===== config.mk =====
export PLATFORM = sky130hd
export DESIGN_NAME = multicycle_control
export DESIGN_NICKNAME = d
export VERILOG_FILES = /design/src/rtl/multicycle_control.sv
export SDC_FILE = /design/constraint.sdc
export NUM_CORES = 1
export LEC_CHECK = 0
export BUFFER_PORTS_ARGS = -buffer_cell sky130_fd_sc_hd__buf_2
export CAP_MARGIN = 20
export CORE_UTILIZATION = 45
export CTS_CLUSTER_SIZE = 14
export DETAILED_ROUTE_END_ITERATION = 10
export GPL_TIMING_DRIVEN = 0
export PLACE_DENSITY_LB_ADDON = 0.05
export SLEW_MARGIN = 20
export SYNTH_ARGS = -nofsm -noshare
export SYNTH_HDL_FRONTEND = slang
export SYNTH_SLANG_ARGS = --single-unit
export TNS_END_PERCENT = 10

===== constraint.sdc =====
create_clock -name clk -period 6.35 [get_ports clk]
set_clock_uncertainty 0.15 [all_clocks]
set_input_delay 0.9525 -clock clk [delete_from_list [all_inputs] [get_ports clk]]
set_output_delay 0.9525 -clock clk [all_outputs]
set_load 0.05 [all_outputs]

===== src/rtl/multicycle_control.sv =====
// Multi-cycle control FSM: steps each instruction through FETCH/DECODE/EXEC/MEM/WB,
// drives per-phase datapath strobes, guards MEM with a timeout and counts retirements.
module multicycle_control #(
  parameter int OPWIDTH     = 2,
  parameter int MCODEBITS   = 3,
  parameter int MEM_TIMEOUT = 15,
  parameter int CNT_W       = 16
) (
  input  logic                 clk,
  input  logic                 reset_n,
  input  logic                 start,
  input  logic [MCODEBITS-1:0] instr,
  input  logic                 take_branch,
  input  logic                 mem_ack,
  input  logic                 last_instr,
  output logic                 ir_load,
  output logic                 pc_inc,
  output logic                 pc_load,
  output logic [OPWIDTH-1:0]   ALUOp,
  output logic                 ALUSrc,
  output logic                 MoveCtrl,
  output logic                 MemtoReg,
  output logic                 Branch,
  output logic                 mem_rd,
  output logic                 mem_we,
  output logic                 RegWrite,
  output logic                 busy,
  output logic                 done,
  output logic                 err,
  output logic [CNT_W-1:0]     retired
);

  localparam int TMO_W = (MEM_TIMEOUT < 2) ? 1 : $clog2(MEM_TIMEOUT);

  localparam logic [MCODEBITS-1:0] OP_ADD  = MCODEBITS'(0);
  localparam logic [MCODEBITS-1:0] OP_ROR  = MCODEBITS'(1);
  localparam logic [MCODEBITS-1:0] OP_NAND = MCODEBITS'(2);
  localparam logic [MCODEBITS-1:0] OP_LD   = MCODEBITS'(3);
  localparam logic [MCODEBITS-1:0] OP_ST   = MCODEBITS'(4);
  localparam logic [MCODEBITS-1:0] OP_MOV  = MCODEBITS'(5);
  localparam logic [MCODEBITS-1:0] OP_BNE  = MCODEBITS'(6);
  localparam logic [MCODEBITS-1:0] OP_SET  = MCODEBITS'(7);

  typedef enum logic [2:0] {
    S_IDLE, S_FETCH, S_DECODE, S_EXEC, S_MEM, S_WB, S_HALT
  } state_t;

  state_t                 state_q, state_d;
  logic [MCODEBITS-1:0]   op_q, op_d;
  logic [TMO_W-1:0]       tmo_q, tmo_d;
  logic [CNT_W-1:0]       retired_q, retired_d;
  logic                   err_q, err_d;
  logic                   retire;

  function automatic logic [CNT_W-1:0] sat_inc(input logic [CNT_W-1:0] v);
    return (&v) ? v : v + CNT_W'(1);
  endfunction

  always_ff @(posedge clk or negedge reset_n) begin
    if (!reset_n) begin
      state_q   <= S_IDLE;
      op_q      <= '0;
      tmo_q     <= '0;
      retired_q <= '0;
      err_q     <= 1'b0;
    end else begin
      state_q   <= state_d;
      op_q      <= op_d;
      tmo_q     <= tmo_d;
      retired_q <= retired_d;
      err_q     <= err_d;
    end
  end

  always_comb begin
    state_d   = state_q;
    op_d      = op_q;
    tmo_d     = tmo_q;
    retired_d = retired_q;
    err_d     = err_q;
    retire    = 1'b0;
    ir_load   = 1'b0;
    pc_inc    = 1'b0;
    pc_load   = 1'b0;
    ALUOp     = '0;
    ALUSrc    = 1'b0;
    MoveCtrl  = 1'b0;
    MemtoReg  = 1'b0;
    Branch    = 1'b0;
    mem_rd    = 1'b0;
    mem_we    = 1'b0;
    RegWrite  = 1'b0;
    done      = 1'b0;

    // Datapath mux selects stay stable from EXEC through WB of the latched opcode
    if (state_q == S_EXEC || state_q == S_MEM || state_q == S_WB) begin
      case (op_q)
        OP_ADD:  ALUOp = OPWIDTH'(2'b00);
        OP_ROR:  ALUOp = OPWIDTH'(2'b01);
        OP_NAND: ALUOp = OPWIDTH'(2'b10);
        default: ALUOp = OPWIDTH'(2'b11);
      endcase
      ALUSrc   = (op_q == OP_SET);
      MoveCtrl = (op_q == OP_MOV);
      MemtoReg = (op_q == OP_LD);
      Branch   = (op_q == OP_BNE);
    end

    case (state_q)
      S_IDLE, S_HALT: begin
        done = (state_q == S_HALT);
        if (start) begin
          state_d   = S_FETCH;
          err_d     = 1'b0;
          retired_d = '0;
        end
      end
      S_FETCH: begin
        ir_load = 1'b1;
        state_d = S_DECODE;
      end
      S_DECODE: begin
        op_d    = instr;
        state_d = S_EXEC;
      end
      S_EXEC: begin
        if (op_q == OP_LD || op_q == OP_ST) begin
          tmo_d   = '0;
          state_d = S_MEM;
        end else if (op_q == OP_BNE) begin
          // Branch retires in EXEC, so the PC strobe follows the compare result directly
          pc_load = take_branch;
          pc_inc  = !take_branch;
          retire  = 1'b1;
        end else begin
          state_d = S_WB;
        end
      end
      S_MEM: begin
        mem_rd = (op_q == OP_LD);
        mem_we = (op_q == OP_ST);
        if (mem_ack) begin
          if (op_q == OP_LD) begin
            state_d = S_WB;
          end else begin
            pc_inc = 1'b1;
            retire = 1'b1;
          end
        end else if (tmo_q == TMO_W'(MEM_TIMEOUT - 1)) begin
          state_d = S_HALT;
          err_d   = 1'b1;
        end else begin
          tmo_d = tmo_q + TMO_W'(1);
        end
      end
      S_WB: begin
        RegWrite = 1'b1;
        pc_inc   = 1'b1;
        retire   = 1'b1;
      end
      default: state_d = S_IDLE;
    endcase

    if (retire) begin
      retired_d = sat_inc(retired_q);
      state_d   = last_instr ? S_HALT : S_FETCH;
    end
  end

  assign busy    = (state_q == S_FETCH) || (state_q == S_DECODE) || (state_q == S_EXEC) ||
                   (state_q == S_MEM)   || (state_q == S_WB);
  assign err     = err_q;
  assign retired = retired_q;

endmodule


==> impl_metrics.json <==
{
  "crit_fanout": 10,
  "diodes": 0,
  "worstPathRequired_ns": 5.25,
  "wire_per_inst_um": 13.7,
  "drt-total-wl_um": 4000,
  "worstMarginPinSlew_ns": 0.680,
  "portBuffers": 39,
  "routed_via_density": 5.54,
  "die_w_um": 63.8,
  "hp-class": "register to register",
  "slew_headroom": 0.547,
  "hold_slack_ns": 0.348,
  "setup_tns_ns": 0,
  "rsz0062_at_grt": "false",
  "critPathLaunch": "mem_ack",
  "critPathArrivalTime_ns": 2.48,
  "status": "completed",
  "clock-sinks": 27,
  "grt_use_total": 0.209,
  "htreeDepth": 1,
  "syn_inst": 201,
  "ant_nets": 0,
  "syn-num-nets": 213,
  "drv_cap": 0,
  "syn_area_per_cell_um2": 8.54,
  "cts_resized": 0,
  "layout_commonest_cell": "buf_2",
  "cp_slowest_cell": "and4bb_2",
  "antenna_found_initial": 0,
  "cts_buffer_depth": 2,
  "hpwl_um": 2960,
  "numCtsBuffers": 3,
  "worst-path-buf-inv": 4,
  "syn-cell-area_mm2": 0.00172,
  "fillers": 361,
  "grt.overflow.total": 0,
  "core-area_mm2": 0.00366,
  "first_global_vias": 1479,
  "ir_drop_v": 0.000277,
  "yosys_warnings": 0,
  "critPathLaunchType": "input port",
  "fin_crit_ns": 3.58,
  "r2r_cells": 7,
  "layout.nets": 257,
  "synthTopCellsByArea": "dfrtp_1, nand2_1, nor2_1, and3_1, a21oi_1",
  "dr.pass1.iters": 4,
  "p_total_mw": 0.817,
  "areaGrowthSynthToFinish_pct": 17.5,
  "max_stage_delay_ns": 0.30,
  "ys.flop_type": "dfrtp_1",
  "cts.clk_slew.worst_paths_ns": 0.10,
  "crit_type": "input port to output pin",
  "finalCritPeriodShare": 0.564,
  "postCtsSetupRepairBufs": 0,
  "clkLatencyLatePin_ns": 0.27,
  "rows": 22,
  "drc": 0,
  "synth_top_area_cell": "dfrtp_1",
  "hold_viol": 0,
  "die_area_mm2": 0.00407,
  "routabilityCongestion": 0.878,
  "ctsHoldBuffers": 0,
  "initial_core_util": 0.469,
  "drv_slew": 0,
  "crit_top_cell": "buf_2",
  "max_clock_freq_mhz": 279,
  "cp.depth": 8,
  "grt_pass1_wl_um": 6810,
  "synth.top_cell.area_share": 0.394,
  "ioPinCount": 40,
  "ff_latch_area_um2": 676,
  "drt_iter0_markers": 66,
  "reg2reg_slack_ns": 4.11,
  "setup_viol": 0,
  "regToRegStartpoint": "state_q[2]",
  "multi_input_area_um2": 972,
  "reg2reg_to": "retired[8]",
  "end_kind": "output pin",
  "total_leakage_power_nw": 0.937,
  "yosysSeqAreaShare": 0.394,
  "cp-endpoint": "pc_inc",
  "path_cells": "buf_2 > and4bb_2 > a31oi_1 > o22a_1 > buf_6 > buf_2 > a31oi_1 > buf_2",
  "layout-drive-gt1-share": 0.234,
  "cts_tree": "built",
  "powerDensity_mw_per_mm2": 405,
  "die_h_um": 63.8,
  "synth_cell_types": 42,
  "cp_top_family": "buffers and inverters",
  "vias": 1617,
  "synthArstFlopShare": 1.00,
  "grt_max_degree": 28,
  "layout_common_cells": "buf_2, dfrtp_1, nand2_1",
  "synth_edf_count": 0,
  "synth-seq-cells": 27,
  "clock-root-buffer": "clkbuf_8"
}
==> area by class of cell <==
cell class                 count  area share
buffer                        10      0.0285
clock buffer                   4      0.0223
inverter                       3     0.00558
multi-input combinational    161       0.482
sequential                    27       0.335
tap                           48      0.0298
timing repair buffer          39      0.0968
==> worst min-delay path by stage <==
| stage | slack (ns) | from | endpoint | depth (start not counted) |
|---|---|---|---|---|
| 6_report | 0.35 | tmo_q[3] | tmo_q[3] | 1 |
| 5_1_grt | 0.36 | tmo_q[3] | tmo_q[3] | 1 |
| 4_1_cts | 0.35 | tmo_q[3] | tmo_q[3] | 1 |
| 3_5_place_dp | 0.34 | tmo_q[3] | tmo_q[3] | 1 |
| 3_3_place_gp | 0.32 | err | err | 2 |
| 2_1_floorplan | 0.30 | tmo_q[3] | tmo_q[3] | 1 |
==> flip-flops by register name, indices dropped and copies added (netlist names) <==
| register | cells |
|---|---|
| tmo_q | 4 |
| retired | 16 |
| op_q | 3 |
| err | 1 |
| state_q | 3 |
==> routing by layer <==
| metal | share of wire | vias up | GRT usage |
|---|---|---|---|
| li1 | - | 830 | - |
| met1 | 0.49 | 752 | 0.287 |
| met2 | 0.47 | 33 | 0.348 |
| met3 | 0.033 | 2 | 0.0232 |
| met4 | 0.0048 | 0 | 0.0568 |
| met5 | 0 | - | 0 |
==> Yosys cell counts, drive strengths merged (2+ instances only) <==
cell type	instances
a21oi	13
a31oi	5
and2	3
and3	11
and4	2
buf	7
clkbuf	3
dfrtp	27
ha	3
inv	2
mux2	3
mux2i	6
nand2	24
nand2b	2
nand3	8
nand3b	2
nand4	4
nor2	21
nor2b	2
nor3	4
nor3b	2
o21ai	12
o22a	2
o22ai	3
o31ai	7
or2	2
or4	6
xnor2	3
==> worst register-to-register path, delay by kind of cell (launching register included) <==
family / cells / cell delay (ns)
simple gates: 2 / 0.73
buf+inv: 2 / 0.34
flops: 1 / 0.43
compound gates: 3 / 0.53
==> power breakdown <==
| group | internal (mW) | switching (mW) |
|---|---|---|
| Combinational | 0.148 | 0.333 |
| Clock | 0.0449 | 0.0544 |
| Sequential | 0.205 | 0.0315 |
==> stage by stage <==
step	cells	worst slack, ns	instance area, um^2	util
floorplan	201	2.67	1720	-
global placement	288	2.76	1970	0.539
detailed placement	288	2.80	1970	0.539
CTS	292	2.78	2020	0.551
global route	292	2.70	2020	0.551
finish	292	2.77	2020	0.551
==> logic make-up (layout without fill, tap and decap cells) <==
group | Yosys count | after routing | share of synthesized area
simple gates | 97 | 97 | 0.296
xor+xnor | 3 | 3 | 0.0153
buf+inv | 13 | 56 | 0.0401
fa+ha+maj | 3 | 3 | 0.0219
mux | 9 | 9 | 0.0547
flops | 27 | 27 | 0.394
compound gates | 49 | 49 | 0.179
Note: power is estimated with default switching activity, not from simulation.
